### src/rtl/maze_pkg.sv
// Shared types and constants for the depth-first maze solver controller.
package maze_pkg;

  localparam int ROW_W = 4;
  localparam int COL_W = 4;
  localparam int LOC_W = ROW_W + COL_W;

  typedef enum logic [3:0] {
    IDLE,
    INIT,
    CHECK,
    EVAL,
    BACK,
    POPW,
    TRACE,
    DONE,
    FAIL
  } state_t;

  localparam logic [1:0] DIR_UP    = 2'd0;
  localparam logic [1:0] DIR_RIGHT = 2'd1;
  localparam logic [1:0] DIR_DOWN  = 2'd2;
  localparam logic [1:0] DIR_LEFT  = 2'd3;

endpackage

### src/rtl/maze_dfs_ctrl_nbr_calc.sv
// Combinational neighbour lookup: location one step away in a given direction,
// flagged invalid when the step would leave the grid.
module maze_nbr_calc
  import maze_pkg::*;
#(
  parameter int ROW_W = 4,
  parameter int COL_W = 4,
  localparam int LW = ROW_W + COL_W
) (
  input  logic [LW-1:0] cur_loc,
  input  logic [1:0]    dir,
  output logic [LW-1:0] nbr_loc,
  output logic          nbr_valid
);

  logic [ROW_W-1:0] row;
  logic [COL_W-1:0] col;

  assign row = cur_loc[LW-1:COL_W];
  assign col = cur_loc[COL_W-1:0];

  always_comb begin
    nbr_loc   = cur_loc;
    nbr_valid = 1'b0;
    case (dir)
      DIR_UP: begin
        nbr_valid = (row != '0);
        nbr_loc   = {row - ROW_W'(1), col};
      end
      DIR_RIGHT: begin
        nbr_valid = (col != '1);
        nbr_loc   = {row, col + COL_W'(1)};
      end
      DIR_DOWN: begin
        nbr_valid = (row != '1);
        nbr_loc   = {row + ROW_W'(1), col};
      end
      default: begin
        nbr_valid = (col != '0);
        nbr_loc   = {row, col - COL_W'(1)};
      end
    endcase
  end

endmodule

### src/rtl/maze_dfs_ctrl.sv
// Depth-first maze solver controller driving the location stack and maze RAM.
// Define MAZE_PATH_TRACE_EN to replay the solved path on path_valid/path_loc.
module maze_dfs_ctrl
  import maze_pkg::*;
#(
  parameter int         ROW_W     = 4,
  parameter int         COL_W     = 4,
  parameter logic [7:0] START     = 8'h00,
  parameter logic [7:0] GOAL      = 8'hFF,
  parameter int         MAX_DEPTH = 63,
  localparam int        LW        = ROW_W + COL_W
) (
  input  logic          clk,
  input  logic          rst,
  input  logic          start,
  output logic [LW-1:0] mem_addr,
  input  logic          mem_rdata,
  output logic          mem_we,
  output logic          mem_wdata,
  output logic          stk_push,
  output logic          stk_pop,
  output logic [LW-1:0] stk_din,
  input  logic [LW-1:0] stk_dout,
  input  logic          stk_nonempty,
  output logic          busy,
  output logic          done,
  output logic          fail,
  output logic [LW-1:0] cur_loc
`ifdef MAZE_PATH_TRACE_EN
  ,
  output logic          path_valid,
  output logic [LW-1:0] path_loc
`endif
);

  localparam int DW = $clog2(MAX_DEPTH + 1);
  localparam logic [LW-1:0] START_LOC = START[LW-1:0];
  localparam logic [LW-1:0] GOAL_LOC  = GOAL[LW-1:0];

  state_t        state;
  logic [2:0]    dir;
  logic [DW-1:0] depth;
  logic          phase;
  logic [LW-1:0] nbr_loc;
  logic          nbr_valid;
  logic          room;

  maze_nbr_calc #(.ROW_W(ROW_W), .COL_W(COL_W)) u_nbr (
    .cur_loc  (cur_loc),
    .dir      (dir[1:0]),
    .nbr_loc  (nbr_loc),
    .nbr_valid(nbr_valid)
  );

  assign room      = (depth != DW'(MAX_DEPTH));
  assign mem_wdata = 1'b1;
  assign busy      = (state != IDLE);

  // phase splits two-cycle states: INIT read/decide, TRACE pop/emit
  always_ff @(posedge clk or posedge rst) begin
    if (rst) begin
      state   <= IDLE;
      cur_loc <= START_LOC;
      dir     <= '0;
      depth   <= '0;
      phase   <= 1'b0;
      done    <= 1'b0;
      fail    <= 1'b0;
`ifdef MAZE_PATH_TRACE_EN
      path_valid <= 1'b0;
      path_loc   <= '0;
`endif
    end else begin
`ifdef MAZE_PATH_TRACE_EN
      path_valid <= 1'b0;
`endif
      case (state)
        IDLE: begin
          if (start) begin
            done    <= 1'b0;
            fail    <= 1'b0;
            cur_loc <= START_LOC;
            dir     <= '0;
            depth   <= '0;
            phase   <= 1'b0;
            state   <= INIT;
          end
        end
        INIT: begin
          if (!phase) begin
            phase <= 1'b1;
          end else begin
            phase <= 1'b0;
            if (mem_rdata) begin
              state <= FAIL;
            end else if (START_LOC == GOAL_LOC) begin
`ifdef MAZE_PATH_TRACE_EN
              path_valid <= 1'b1;
              path_loc   <= GOAL_LOC;
              state      <= TRACE;
`else
              state <= DONE;
`endif
            end else begin
              state <= CHECK;
            end
          end
        end
        CHECK: begin
          if (dir == 3'd4) begin
            state <= BACK;
          end else if (!nbr_valid) begin
            dir <= dir + 3'd1;
          end else begin
            state <= EVAL;
          end
        end
        EVAL: begin
          if (mem_rdata) begin
            dir   <= dir + 3'd1;
            state <= CHECK;
          end else if (!room) begin
            state <= FAIL;
          end else begin
            cur_loc <= nbr_loc;
            dir     <= '0;
            depth   <= depth + DW'(1);
            if (nbr_loc == GOAL_LOC) begin
`ifdef MAZE_PATH_TRACE_EN
              path_valid <= 1'b1;
              path_loc   <= GOAL_LOC;
              phase      <= 1'b0;
              state      <= TRACE;
`else
              state <= DONE;
`endif
            end else begin
              state <= CHECK;
            end
          end
        end
        BACK: begin
          if (!stk_nonempty) begin
            state <= FAIL;
          end else begin
            depth <= depth - DW'(1);
            state <= POPW;
          end
        end
        POPW: begin
          cur_loc <= stk_dout;
          dir     <= '0;
          state   <= CHECK;
        end
`ifdef MAZE_PATH_TRACE_EN
        TRACE: begin
          if (!phase) begin
            if (stk_nonempty) begin
              depth <= depth - DW'(1);
              phase <= 1'b1;
            end else begin
              state <= DONE;
            end
          end else begin
            phase      <= 1'b0;
            path_valid <= 1'b1;
            path_loc   <= stk_dout;
          end
        end
`endif
        DONE: begin
          done  <= 1'b1;
          state <= IDLE;
        end
        FAIL: begin
          fail  <= 1'b1;
          state <= IDLE;
        end
        default: state <= IDLE;
      endcase
    end
  end

  // Strobes decode the current state; the EVAL write and push wait on the RAM bit
  always_comb begin
    mem_addr = nbr_loc;
    mem_we   = 1'b0;
    stk_push = 1'b0;
    stk_pop  = 1'b0;
    stk_din  = cur_loc;
    case (state)
      INIT: begin
        mem_addr = START_LOC;
        mem_we   = phase && !mem_rdata;
      end
      EVAL: begin
        mem_we   = !mem_rdata && room;
        stk_push = !mem_rdata && room;
      end
      BACK: stk_pop = stk_nonempty;
`ifdef MAZE_PATH_TRACE_EN
      TRACE: stk_pop = !phase && stk_nonempty;
`endif
      default: ;
    endcase
  end

endmodule

### config.mk
export PLATFORM = sky130hd
export DESIGN_NAME = maze_dfs_ctrl
export DESIGN_NICKNAME = d
export VERILOG_FILES = /design/src/rtl/maze_pkg.sv /design/src/rtl/maze_dfs_ctrl_nbr_calc.sv /design/src/rtl/maze_dfs_ctrl.sv
export SDC_FILE = /design/constraint.sdc
export NUM_CORES = 1
export LEC_CHECK = 0
export ABC_AREA = 1
export CAP_MARGIN = 5
export CORE_ASPECT_RATIO = 0.6
export CORE_MARGIN = 8
export CORE_UTILIZATION = 56
export CTS_CLUSTER_SIZE = 20
export DETAILED_ROUTE_END_ITERATION = 6
export PLACE_DENSITY_LB_ADDON = 0.12
export SYNTH_ARGS = -nofsm -noshare
export SYNTH_HDL_FRONTEND = slang
export SYNTH_SLANG_ARGS = --single-unit
### constraint.sdc
create_clock -name clk -period 5.3 [get_ports clk]
set_input_delay 1.06 -clock clk [delete_from_list [all_inputs] [get_ports clk]]
set_output_delay 1.06 -clock clk [all_outputs]
set_load 0.01 [all_outputs]
==> impl_metrics.env <==
export IMPL_met1_routed_wirelength_after_detailed_routing_um=2580
export IMPL_ios=44
export IMPL_wl_met3_um=572
export IMPL_placeableCoreArea_um2=3660
export IMPL_met2_wirelength_um=2220
export IMPL_nNetsFinal=373
export IMPL_dpl_worst_slack_ps=1680
export IMPL_critical_path_peak_fanout=7
export IMPL_number_of_enable_type_register_cells_in_the_synthesized_netlist=0
export IMPL_timing_critical_path_arrival_ps=2890
export IMPL_sum_of_negative_setup_slack_ps=0
export IMPL_grt_antenna_before_repair=0
export IMPL_gp_routability_congestion=0.941
export IMPL_fp_row_count=17
export IMPL_post_route_min_period_ps=3950
export IMPL_dieHeight_um=63.8
export IMPL_syn2layout_area_growth_pct=21.1
export IMPL_post_synth_inst_count=308
export IMPL_hpwl_um=4380
export IMPL_final_setup_skew_ps=9.40
export IMPL_post_route_drc_count=0
export IMPL_cts_repair_resized=0
export IMPL_drtAntennaViolNets=0
export IMPL_drt_first_pass_iters=5
export IMPL_synth_seq_area_share_pct=28.2
export IMPL_layout_cells_non_filler=390
export IMPL_antennaDiodeCount=0
export IMPL_hp_class="reg2reg"
export IMPL_worst_slew_margin_relative_to_its_limit_pct=38.4
export IMPL_first_global_vias=1864
export IMPL_wire_per_inst_um=13.9
export IMPL_worst_setup_path_end_kind="output pin"
export IMPL_cts_root_buf="clkbuf_8"
export IMPL_detail_route_vias_per_cell=5.35
export IMPL_via_count=2087
export IMPL_initial_utilization_pct=58.3
export IMPL_cts_clk_slew_worst_paths_ps=90
export IMPL_top_layer="met4"
export IMPL_crit_required_ps=4240
export IMPL_leakagePower_nw=1.33
export IMPL_worstSetupStartpointType="register"
export IMPL_final_critical_path_setup_slack_ps=1350
export IMPL_tritoncts_num_buffers=3
export IMPL_power_combinational_fraction_pct=67.8
export IMPL_unrepaired_setup_endpoints_after_global_routing="no"
export IMPL_clock_sinks=24
export IMPL_holdBufCountCts=0
export IMPL_criticalPathCategory="reg2out"
export IMPL_dominantRegCellSynth="dfrtp_1"
export IMPL_die_footprint_um2=6110
export IMPL_p_int_mw=0.692
export IMPL_place_detailed_instances=386
export IMPL_detailedRoute_firstIterationViolations=159
export IMPL_globalRouteOverflowTotal=0
export IMPL_yosys_warnings=0
export IMPL_run_status="completed"
export IMPL_fraction_of_synthesis_flops_using_an_asynchronous_set_or_reset_pin_pct=100
export IMPL_whs_ps=510
export IMPL_max_clock_freq_mhz=253
export IMPL_synthesis_nets=337
export IMPL_slowest_stage="clkdlybuf4s50_1"
export IMPL_count_of_fill_cells_added_during_filler_insertion=324
export IMPL_wire_length_of_the_first_global_routing_pass_um=8910
export IMPL_drt_wl_total_um=5420
export IMPL_synth_lib_cells_used_distinct=33
export IMPL_max_capacitance_violation_total=0
export IMPL_cts_max_path_buffers=2
export IMPL_seqCellArea_um2=601
export IMPL_postSynthRegisterBits=24
export IMPL_synth_avg_cell_area_um2=6.93
export IMPL_clkPwrFrac_pct=9.9
export IMPL_seqPwrFrac_pct=22.3
export IMPL_grt_start_max_net_pins=25
export IMPL_critical_path_max_stage_delay_ps=560
export IMPL_post_cts_buffers=0
export IMPL_layout_worst_path_cycle_share_pct=74.5
export IMPL_vdd_drop_max_mv=0.373
export IMPL_port_buffers=42
export IMPL_post_route_cells_drive_above_1_share_pct=8.16
export IMPL_switchingPower_mw=0.679
export IMPL_syn_cell_area_um2=2130
export IMPL_clk_latency_ps=290
export IMPL_grt_util_all_layers_pct=17.9
export IMPL_clock_tree_from_tritoncts="done"
export IMPL_switching_share_pct=49.5
export IMPL_hold_viol_final=0
export IMPL_multi_input_area_um2=1260
export IMPL_h_tree_depth=1
export IMPL_setup_violations_final=0
export IMPL_timing_critical_path_cells="inv_1 > ha_1 > inv_1 > ha_1 > a21oi_1 > nand3_1 > nand3_1 > nand2_1 > nor2_1 > clkdlybuf4s50_1"
export IMPL_fp_dieW_um=95.7
export IMPL_final_max_slew_violation_count=0
export IMPL_tightest_slew_ps=923
export IMPL_power_density_nw_per_um2=531
==> registers in the layout, indices dropped and copies added, names as in the netlist <==
register,count
depth,6
dir,3
phase,1
cur_loc,8
fail,1
done,1
state,4
==> path summary, 6_finish.rpt <==
check | startpoint | to | slack (ps) | cells past startpoint
worst max-delay path | dir[0] | mem_addr[7] | 1350 | 10
worst min-delay path | fail | fail | 510 | 1
worst max register to register | dir[0] | state[0] | 2790 | 14
worst min register to register | fail | fail | 510 | 1
max in group asynchronous | rst | cur_loc[0] | 3450 | 2
min in group asynchronous | rst | depth[1] | 1270 | 2
==> Yosys cell counts (2+ instances only) <==
cell type	number	area share, %
nand2_2	4	1.2
o21ai_0	13	3.0
inv_1	45	7.9
o21ai_2	4	1.6
nand4_1	4	1.2
a21oi_1	6	1.4
inv_2	3	0.53
buf_4	9	3.2
o21ai_1	3	0.70
fa_1	3	2.8
o211ai_1	2	0.70
nor2_2	3	0.88
nand3_1	29	6.8
ha_1	13	7.6
a31oi_1	3	0.88
xor2_1	6	2.5
nand2_1	82	14
nor2_4	4	2.1
nor2_1	35	6.2
dfrtp_1	24	28
==> area by class of cell <==
type | count | share of cell area (%)
clock buffer | 4 | 2.13
inverter | 49 | 7.12
multi-input combinational | 224 | 49.0
sequential | 24 | 23.2
tap | 47 | 2.28
timing repair buffer | 42 | 16.3
==> layout by cell type, fill, tap and decap left out, drive strengths merged <==
cell type	netlist	routed
fa	3	3
a32o	1	1
o211ai	2	2
conb	1	1
xor2	6	6
ha	13	13
inv	48	48
a22o	1	1
nand4	5	5
nand3	29	29
nor3	1	1
xnor2	1	1
a21oi	6	6
clkdlybuf4s50	0	42
a211oi	1	1
clkinv	1	1
clkbuf	1	4
o21ai	20	20
o2111a	1	1
nor2	42	42
or2	1	1
nand2	87	87
dfrtp	24	24
a31oi	3	3
==> metrics by stage <==
| step | utilization, % | power, mW | instance area, um^2 |
|---|---|---|---|
| 2_1_floorplan | - | 0.918 | 2130 |
| 3_3_place_gp | 69.1 | 1.21 | 2530 |
| 3_5_place_dp | 69.1 | 1.23 | 2530 |
| 4_1_cts | 70.6 | 1.37 | 2580 |
| 5_1_grt | 70.6 | 1.49 | 2580 |
| 6_report | 70.6 | 1.37 | 2580 |
==> power groups by stage <==
stage,logic [mW],registers [mW],clock network [mW]
4_1_cts,0.931,0.305,0.133
3_3_place_gp,0.907,0.307,0
2_1_floorplan,0.622,0.296,0
6_report,0.930,0.306,0.135
5_1_grt,1.03,0.316,0.140
3_5_place_dp,0.926,0.308,0
==> kinds of logic after synthesis <==
group	count (synthesis)	share of synthesized area, %
DFF	24	28.2
AOI/OAI and AO/OA	35	10.8
xor gates and xnor gates	7	2.87
buffers and inverters	60	12.6
adders and majority gates	16	10.4
other	1	0.176
and+or+nand+nor	165	35.0
==> per-layer routing <==
layer	vias up	GRT usage, %
met4	0	4.00
met5	-	0
met1	959	26.6
li1	1036	-
met3	5	4.66
met2	87	25.0
==> critical path, delay by kind of cell, from the launching register on <==
kind	cells	cell delay, ps
flip-flops	1	440
AND/OR/NAND/NOR	4	360
buffers and inverters	3	820
AO/OA/AOI/OAI	1	260
adder cells (fa/ha/maj)	2	730
Note: power is estimated with default switching activity, not from simulation.
==> variant (same flow settings) <==
Make the reset (`rst`) synchronous in one clocked block.
--- a/src/rtl/maze_dfs_ctrl.sv
+++ b/src/rtl/maze_dfs_ctrl.sv
@@ -57,7 +57,7 @@
   assign busy      = (state != IDLE);
 
   // phase splits two-cycle states: INIT read/decide, TRACE pop/emit
-  always_ff @(posedge clk or posedge rst) begin
+  always_ff @(posedge clk) begin
     if (rst) begin
       state   <= IDLE;
       cur_loc <= START_LOC;
Function: differs if rst is asserted again (counterexample within 4 cycles, from zero or initial values and one cycle with rst high); with rst held inactive, the same outputs for 10 cycles.
==> variant against the unedited design <==
- sequential cell count unchanged
- setup slack improved by 0.15 ns
- final area decreased by 3.1%
- power decreased by 0.57%
- sequential share of layout area decreased by 4.1 points
- hold slack got worse by 0.047 ns
- area after synthesis decreased by 3.3%
- routed wire length increased by 2.1%
==> variant: results (changes against the unedited design) <==
[detailed_routing]
drt_iter0_markers=181  ; was 159
avgViaCountPerCell=5.20  ; was 5.35
routedWlPerCell_um=13.9  ; about the same
num_vias=2070  ; was 2087

[layout]
layout-drive-gt1-share_pct=10.5  ; was 8.16%
layout.nets=380  ; was 373
reg_top3=cur_loc x8, depth x6, state x4  ; unchanged

[global_route]
grt_pass1_vias=1760  ; was 1864
grt_pass1_wl_um=8970  ; was 8910 um
antenna_found_initial=0  ; unchanged
track_usage_pct=18.1  ; was 17.9%
grt_max_degree=16  ; was 25

[cts]
cts_max_path_buffers=2  ; unchanged
clk_pin_slew_ns=0.08
htree_levels=1  ; unchanged
cts_buffers=3  ; unchanged
clk_latency_ns=0.27  ; was 0.29 ns
root_buffer=clkbuf_8  ; unchanged
cts_setup_buffers=0  ; unchanged

[run_status]
outcome=complete, no violations  ; unchanged

[worst_setup_path]
cp_top_family=buffers and inverters  ; unchanged
path_max_fanout=6  ; was 7
slowest_stage=clkdlybuf4s50_1  ; unchanged
crit_path_max_incr_delay_ns=0.56  ; about the same
arrival_ns=2.73  ; was 2.89 ns

[synthesis]
synthTopCellsByArea=dfxtp_1 23%, nand2_1 15%, ha_1 7.3%  ; was dfrtp_1 28%, nand2_1 14%, inv_1 7.9%
yosysWarningCount=0  ; unchanged
synth.distinct_cells=34  ; was 33
synthCells=317  ; was 308
syn_nets=345  ; was 337
async_flop_share_pct=0  ; was 100%
ys_top_cells_by_count=81 x nand2_1, 40 x inv_1, 32 x nor2_1, 24 x dfxtp_1, 22 x a21oi_1  ; was 82 x nand2_1, 45 x inv_1, 35 x nor2_1, 29 x nand3_1, 24 x dfrtp_1
synth-main-ff-cell=dfxtp_1  ; was dfrtp_1
yosysSeqAreaShare_pct=23.3  ; was 28.2%

[power]
p_sw_share_pct=48.2  ; was 49.5%
vdd_drop_max_mv=0.395  ; was 0.373 mV
p_leak_uw=0.00114  ; was 0.00133 uW

[timing]
tightest_slew_ns=0.620  ; was 0.923 ns
finClkSkew_ns=0.00166  ; was 0.00940 ns

[placement]
dp_cells=394  ; was 386
hpwlAfterDp_um=4310  ; was 4380 um
place.gp.congestion=0.936  ; was 0.941
portBuffers=42  ; unchanged

[variant: final timing paths]
kind / from / end / slack (ns) / depth (start not counted)
worst max register to register: dir[0] / state[0] / 2.86 / 12
worst min-delay path: fail / fail / 0.46 / 2
worst max-delay path: dir[0] / mem_addr[7] / 1.51 / 10
worst min register to register: fail / fail / 0.46 / 2
[variant: cell families after synthesis]
logic type | after synthesis | synth area share [%]
buffers and inverters | 61 | 13.7
xor gates and xnor gates | 8 | 3.40
other | 1 | 0.182
adders and majority gates | 15 | 10.2
DFF | 24 | 23.3
and+or+nand+nor | 156 | 34.9
AOI/OAI and AO/OA | 52 | 14.3
[variant: power groups by stage]
stage | Sequential (uW) | Clock [uW] | Combinational, uW
final | 290 | 126 | 947
after global routing | 298 | 132 | 1030
after CTS | 290 | 128 | 944
after detailed placement | 294 | 0 | 937
after global placement | 293 | 0 | 927
after floorplan | 288 | 0 | 618
[variant: per-layer routing]
layer	share of wire, %	up-vias	track usage [%]	wire [um]
met5	0	-	0	0
met4	0.34	0	1.77	19
met3	9.9	2	3.36	548
met2	38	102	25.2	2130
met1	51	904	28.1	2840
li1	-	1062	-	-
[variant: layout make-up]
class	instances	area (sq um)
Sequential cell	24	480
Multi-Input combinational cell	232	1300
Timing Repair Buffer	42	420
Clock buffer	4	55.1
Inverter	49	189
Fill cell	333	1090
Tap cell	47	58.8
[variant: through the flow]
step / utilization (%) / setup slack (ns) / total power, uW / area, sq um
finish: 69.6 / 1.51 / 1360 / 2500
global route: 69.6 / 1.36 / 1460 / 2500
CTS: 69.6 / 1.53 / 1360 / 2500
detailed placement: 68.1 / 1.81 / 1230 / 2450
global placement: 68.1 / 1.81 / 1220 / 2450
floorplan: - / 2.52 / 907 / 2060
